## src/rtl/fetch_stage.sv

```systemverilog
// Instruction-fetch stage with the IF/ID pipeline register.
// Owns the fetch PC, selects the next PC from ID redirects (one delay slot),
// drives a combinational instruction memory and registers the fetched word
// together with its PC, its link address and an address-error flag.
module fetch_stage #(
  parameter logic [31:0] RESET_PC   = 32'h0000_3000,
  parameter int unsigned IMEM_WORDS = 1024
) (
  input  logic        clk,
  input  logic        reset,
  input  logic        stall,
  input  logic        flush,
  input  logic [1:0]  npc_sel,
  input  logic [15:0] br_offset,
  input  logic [25:0] j_index,
  input  logic [31:0] jr_target,
  output logic [31:0] imem_addr,
  input  logic [31:0] imem_rdata,
  output logic [31:0] pc_f,
  output logic [31:0] instr_d,
  output logic [31:0] pc_d,
  output logic [31:0] pc8_d,
  output logic        valid_d,
  output logic        adel_d
);

  localparam logic [31:0] WinBytes = 32'(IMEM_WORDS * 4);

  typedef enum logic [1:0] {
    NpcSeq    = 2'b00,
    NpcBranch = 2'b01,
    NpcJump   = 2'b10,
    NpcJr     = 2'b11
  } npc_sel_e;

  logic [31:0] pc_q, pc_d_next;

  logic [31:0] ifid_instr_q, ifid_instr_d;
  logic [31:0] ifid_pc_q, ifid_pc_d;
  logic [31:0] ifid_pc8_q, ifid_pc8_d;
  logic        ifid_valid_q, ifid_valid_d;
  logic        ifid_adel_q, ifid_adel_d;

  logic [31:0] pc_plus4;
  logic [31:0] br_target;
  logic [31:0] jump_target;
  logic [31:0] pc_off;
  logic        in_window;
  logic        fetch_err;
  logic        redirect_en;

  // Fetch address classification and candidate targets.
  always_comb begin
    pc_plus4    = pc_q + 32'd4;
    br_target   = pc_q + {{14{br_offset[15]}}, br_offset, 2'b00};
    jump_target = {pc_q[31:28], j_index, 2'b00};
    pc_off      = pc_q - RESET_PC;
    in_window   = (pc_q >= RESET_PC) && (pc_off < WinBytes);
    fetch_err   = (pc_q[1:0] != 2'b00) || !in_window;
    // A redirect is only trusted when ID actually holds an instruction and is not held.
    redirect_en = ifid_valid_q && !stall;
  end

  // Next-PC selection; the current pc_q is the delay-slot address.
  always_comb begin
    pc_d_next = pc_plus4;
    if (redirect_en) begin
      unique case (npc_sel_e'(npc_sel))
        NpcSeq:    pc_d_next = pc_plus4;
        NpcBranch: pc_d_next = br_target;
        NpcJump:   pc_d_next = jump_target;
        NpcJr:     pc_d_next = jr_target;
        default:   pc_d_next = pc_plus4;
      endcase
    end
  end

  // IF/ID next-state: flush beats stall, stall holds, otherwise capture the fetch.
  always_comb begin
    ifid_instr_d = ifid_instr_q;
    ifid_pc_d    = ifid_pc_q;
    ifid_pc8_d   = ifid_pc8_q;
    ifid_valid_d = ifid_valid_q;
    ifid_adel_d  = ifid_adel_q;
    if (flush) begin
      ifid_instr_d = 32'd0;
      ifid_pc_d    = 32'd0;
      ifid_pc8_d   = 32'd0;
      ifid_valid_d = 1'b0;
      ifid_adel_d  = 1'b0;
    end else if (!stall) begin
      // A faulting fetch is delivered as a valid nop so the exception reaches ID.
      ifid_instr_d = fetch_err ? 32'd0 : imem_rdata;
      ifid_pc_d    = pc_q;
      ifid_pc8_d   = pc_q + 32'd8;
      ifid_valid_d = 1'b1;
      ifid_adel_d  = fetch_err;
    end
  end

  // PC register; held while stalled.
  always_ff @(posedge clk) begin
    if (reset) begin
      pc_q <= RESET_PC;
    end else if (!stall) begin
      pc_q <= pc_d_next;
    end
  end

  // IF/ID pipeline register.
  always_ff @(posedge clk) begin
    if (reset) begin
      ifid_instr_q <= 32'd0;
      ifid_pc_q    <= 32'd0;
      ifid_pc8_q   <= 32'd0;
      ifid_valid_q <= 1'b0;
      ifid_adel_q  <= 1'b0;
    end else begin
      ifid_instr_q <= ifid_instr_d;
      ifid_pc_q    <= ifid_pc_d;
      ifid_pc8_q   <= ifid_pc8_d;
      ifid_valid_q <= ifid_valid_d;
      ifid_adel_q  <= ifid_adel_d;
    end
  end

  assign imem_addr = pc_q;
  assign pc_f      = pc_q;
  assign instr_d   = ifid_instr_q;
  assign pc_d      = ifid_pc_q;
  assign pc8_d     = ifid_pc8_q;
  assign valid_d   = ifid_valid_q;
  assign adel_d    = ifid_adel_q;

endmodule

```

## config.mk

```make
export PLATFORM = sky130hd
export DESIGN_NAME = fetch_stage
export DESIGN_NICKNAME = d
export VERILOG_FILES = /design/src/rtl/fetch_stage.sv
export SDC_FILE = /design/constraint.sdc
export NUM_CORES = 1
export LEC_CHECK = 0
export BUFFER_PORTS_ARGS = -buffer_cell sky130_fd_sc_hd__buf_2
export CORE_ASPECT_RATIO = 0.9
export CORE_MARGIN = 1
export CORE_UTILIZATION = 45
export DETAILED_ROUTE_END_ITERATION = 7
export HOLD_SLACK_MARGIN = 0.12
export PLACE_DENSITY_LB_ADDON = 0.2
export SETUP_SLACK_MARGIN = 0.02
export SLEW_MARGIN = 30
export SYNTH_ARGS = -nofsm -noshare
export SYNTH_HDL_FRONTEND = slang
export SYNTH_SLANG_ARGS = --single-unit
```

## constraint.sdc

```tcl
create_clock -name clk -period 3.5 [get_ports clk]
set_clock_uncertainty 0.15 [all_clocks]
set_input_delay 0.35 -clock clk [delete_from_list [all_inputs] [get_ports clk]]
set_output_delay 0.35 -clock clk [all_outputs]
set_load 0.02 [all_outputs]
```

---- After elaboration in Yosys (flattened, before gate mapping) ----
Index checks and enable logic that the tools add are counted.
storage, ports and cells
  register bits ........................... 130
  input port bits ......................... 112
  output and inout bits ................... 162
  word-level logic and storage cells ...... 30
cells by class
  add/subtract/negate cells ............... 4
  order comparisons ....................... 2
  equal/unequal tests ..................... 4
  mux-type cells .......................... 3
  bitwise logic cells ..................... 1
  reductions and logical operators ........ 9
operator list
  operator                                                                  number
  32-bit one-hot mux with 4 select lines                                    1
  32-bit two-way mux                                                        2
  32-bit by 3-bit adder with 32-bit output (second input constant)          1
  32-bit adder                                                              1
  32-bit by 4-bit adder with 32-bit output (second input constant)          1
  32-bit by 14-bit >= comparator with 1-bit output (second input constant)  1
  32-bit by 13-bit < comparator with 1-bit output (second input constant)   1
  32-bit by 14-bit subtractor with 32-bit output (second input constant)    1
  2-bit equality test (second input constant)                               2
  2-bit by 1-bit equality test with 1-bit output (second input constant)    1
  1-bit logical AND                                                         2
  1-bit zero test                                                           2
  2-bit zero test                                                           1
  2-bit inequality test (second input constant)                             1
  2-bit AND reduction                                                       1
  2-bit nonzero test                                                        1
  2-bit OR reduction                                                        1
  1-bit logical OR                                                          1
  1-bit NOT                                                                 1

---- Logic depth before layout (Yosys ltp) ----
  depth in word-level cells ............... 6
  gate-level depth with buffers ........... 11
  depth with buffers taken out ............ 11

---- Worst setup path after synthesis ----
Ideal clock, no wire load.
  path kind ............................... register to register
  start point ............................. register pc_q[2], in the netlist imem_addr[2]
  end point ............................... register pc_q[24], in the netlist imem_addr[24]
  setup time .............................. 0.086 ns
  data arrival time ....................... 2.534 ns
  data required time ...................... 3.264 ns
  path slack .............................. 0.731 ns
  stages on the path, launching flop included .. 12
  path buffers ............................ 0
  clock period less this slack ............ 2.769 ns
  cell sequence ........................... dfxtp_1 -> ha_1 -> inv_1 -> fa_1 -> nor2b_1 -> o2111ai_1 -> a31oi_1 -> o21ai_0 -> a221oi_1 -> xor2_1 -> nand3_1 -> a211oi_1
between the ends
  longest elaborated chain between the ends .. 3
RTL lines
  item                                                                      line    source
  from (decl)                                                               36      logic [31:0] pc_q, pc_d_next;
  from (signal assigned)                                                    106     pc_q <= pc_d_next;
  32-bit adder or 32-bit by 3-bit adder with 32-bit output (tied branches)  55, 54
  32-bit one-hot mux with 4 select lines                                    68      unique case (npc_sel_e'(npc_sel))
  32-bit two-way mux *                                                      67      if (redirect_en) begin
Every way passes the cells marked *; elsewhere a longest branch is shown, timed or not.
A chain may end at the register's enable or synchronous reset.

---- Worst setup path after layout ----
  start point ............................. register pc_q[3], in the netlist imem_addr[3]
  end point ............................... register pc_q[24], in the netlist imem_addr[24]
The elaborated chain is that of the path after synthesis.

==> impl_metrics.toml <==
[setup_path]
path_class = "register to register"
slowest_delay_ps = 440
crit_start = "imem_addr[3]$_SDFFE_PP0N_"
crit_path_max_fanout = 5
worstPathArrival_ps = 3310
setup.worst_path.end_class = "register"
r2r_start = "imem_addr[3]$_SDFFE_PP0N_"
cpLargestDelayFamily = "compound AO/OA/AOI/OAI gates"
crit_buf_inv = 2
crit_slowest_cell = "fa_1"
worst_ep_required_time_ps = 3680
cp_cell_sequence = "buf_4 > inv_1 > fa_1 > nor2b_1 > o2111ai_1 > a31oi_1 > o21ai_0 > a221oi_1 > xor2_1 > nand3_1 > a211oi_1"
cp-start-kind = "register"

[sta]
fin_crit_sh_pct = 89.4
worst_pin_slew_ps = 681
max-slew-margin-rel_pct = 54.6
hold_violations = 0
fmax_mhz = 320
finalSetupTns_ps = 0
setup_viol = 0
drv_slew = 0
rsz0062_at_grt = "false"
period_minus_slack_ps = 3130

[final_layout]
final_common_cell = "buf_2"
final_cell_mix = "buf_2 (272), nor2_1 (163), dfxtp_1 (127), a21oi_1 (108), nand2_1 (86)"
area_growth_pct = 28.4
nFillCells = 1747
stdcell_count = 1615
antenna_cells = 0
drive_above_1_share_pct = 28.0
nets = 1502

[grt]
antenna_found_initial = 0
grt_overflow = 0
met3_usage_pct = 5.26
grt_first_pass_wirelength_um = 46300
met2_usage_pct = 49.1
grt_max_degree = 59
grt.total_usage_pct = 30.4
grt_busiest_layer = "met2"
met1_usage_pct = 40.8
grt_pass1_vias = 8490

[logic_synthesis]
synth_top_family_by_area = "compound AO/OA/AOI/OAI gates"
synthesis.nets = 1248
synth-simple-area-share_pct = 22.2
synth_xor_area_share_pct = 5.50
synth_edf_count = 0
synthAdderAreaFrac_pct = 4.98
synth.cell_area_um2 = 8440
synth_seq_cells = 127
ys_async_sr_fraction_pct = 0
synth_compound_area_share_pct = 23.7
seq_area_frac_synth_pct = 30.1
synthCells = 1103
synth.area.mux_share_pct = 5.24
yosysWarningCount = 0
yosys.cell_types.count = 72
ys.flop_type = "dfxtp_1"
synth_area_per_cell_um2 = 7.65

[routing]
vias = 9303
ant_nets = 0
wl_per_cell_um = 18.5
drt_iter0_markers = 812
drc = 0
drtPass1Iterations = 5
wirelength_um = 29900
viasPerCell = 5.76

[place]
place_congestion = 0.963
port_buffers = 273
hpwl_um = 21900
dp_cells = 1548

[clock_tree]
clock_path_buffers = 2
cts-root-buf = "clkbuf_16"
cts_setup_buffers = 0
h-tree-depth = 4
cts_sinks = 127
cts_tree = "built"
cts_resized = 0
cts_made_buffers = 17
clkTransAtPathRegs_ps = 60
cts_hold_buf = 35
clkLatencyLatePin_ps = 420

[power_and_ir_drop]
switching_share_pct = 30.5
seq_power_share_pct = 36.4
p_per_area_nw_per_um2 = 384
ir_drop_v = 0.000308
p_int_w = 0.00289
p_sw_w = 0.00127
leakage_nw = 5.02
power_frac_comb_pct = 20.1
clockPowerShare_pct = 43.4
p_total_w = 0.00415

[floorplan]
die_area_um2 = 19300
die_y_um = 132
rows = 47
boundaryPins = 274
core_area_um2 = 18300
fp.dieW_um = 146
start_util_pct = 46.0

[outcome]
status = "complete, no violations"

[flow_run]
cap_viol_max_count = 0

[min_path]
hold_class = "input port to register"
worstHoldStart = "j_index[6]"
## per-layer routing
metal  wire (µm)  share of wire [%]  vias up
met4         852                2.9        0
li1            -                  -     4413
met5           0                  0        -
met2       13700                 46      430
met1       13200                 44     4394
met3        2140                7.2       66
## worst min-delay path, delay by kind of cell
kind	cells	cell delay [ps]
AOI/OAI and AO/OA	2	240
buffers and inverters	1	80
## registers in the layout, summed over array words and instances (netlist names)
register	cells
pc_d	32
imem_addr	32
adel_d	1
instr_d	32
pc8_d	29
valid_d	1
## power by group through the flow
stage	registers [W]	logic, W	clock network [W]
finish	0.00151	0.000837	0.00180
global route	0.00152	0.000903	0.00189
CTS	0.00151	0.000828	0.00182
detailed placement	0.00154	0.000794	0
global placement	0.00154	0.000792	0
floorplan	0.00158	0.000488	0
## cell families after synthesis
family / Yosys count
AOI/OAI and AO/OA: 311
xor gates and xnor gates: 53
adders and majority gates: 33
buffers and inverters: 143
DFF: 127
muxes: 44
and+or+nand+nor: 392
## cells in the mapped netlist, drive strengths merged, types with 3 or more instances
cell type,count,area share [%]
a21oi,108,6.4
and3,13,0.96
dfxtp,127,30
o21bai,7,0.67
nor2b,7,0.52
o2111ai,3,0.31
and4,4,0.42
o21a,5,0.45
o31ai,4,0.36
nor3b,4,0.36
a311oi,3,0.31
nand2,86,3.8
o21ai,49,2.9
a211oi,18,1.7
o22ai,9,0.67
o221ai,4,0.42
buf,58,4.4
nand3,31,1.8
nor4,8,0.85
o221a,5,0.67
or3,9,0.67
nand2b,5,0.37
inv,20,0.89
xor2,23,2.4
a22oi,39,3.5
o211ai,8,0.77
a221oi,3,0.31
clkbuf,65,2.9
a21o,20,1.8
nand4,19,1.7
and2,13,0.99
mux2i,43,5.1
a31oi,8,0.59
xnor2,30,3.1
nor3,17,1.1
nor2,164,7.3
ha,32,4.7
or2,8,0.62
a41oi,4,0.42
## final timing paths
path | end | slack (ps) | depth (start not counted)
worst max-delay path | imem_addr[24]$_SDFFE_PP0N_ | 370 | 11
worst min-delay path | imem_addr[8]$_SDFFE_PP0N_ | 140 | 3
worst max register to register | imem_addr[24]$_SDFFE_PP0N_ | 370 | 11
worst min register to register | pc8_d[19]$_SDFFE_PP0N_ | 310 | 2
## final cells by class
type	count	area (µm²)	area share [%]
clock buffers	18	439	4.05
clock inverters	14	159	1.47
inverters	20	75.1	0.693
multi-input cells	833	5200	48.0
flip-flops and latches	127	2540	23.5
well taps	245	307	2.83
repair buffers	358	2110	19.5
## per-stage QoR
step	area, µm²	hold WS [ps]	worst slack, ps	util, %
finish	10800	138	373	59.0
global route	10800	137	164	59.0
CTS	10800	126	454	59.0
detailed placement	9880	300	292	53.9
global placement	9880	299	441	53.9
floorplan	8440	344	731	-
No activity file was read; power rests on OpenSTA's default activity.
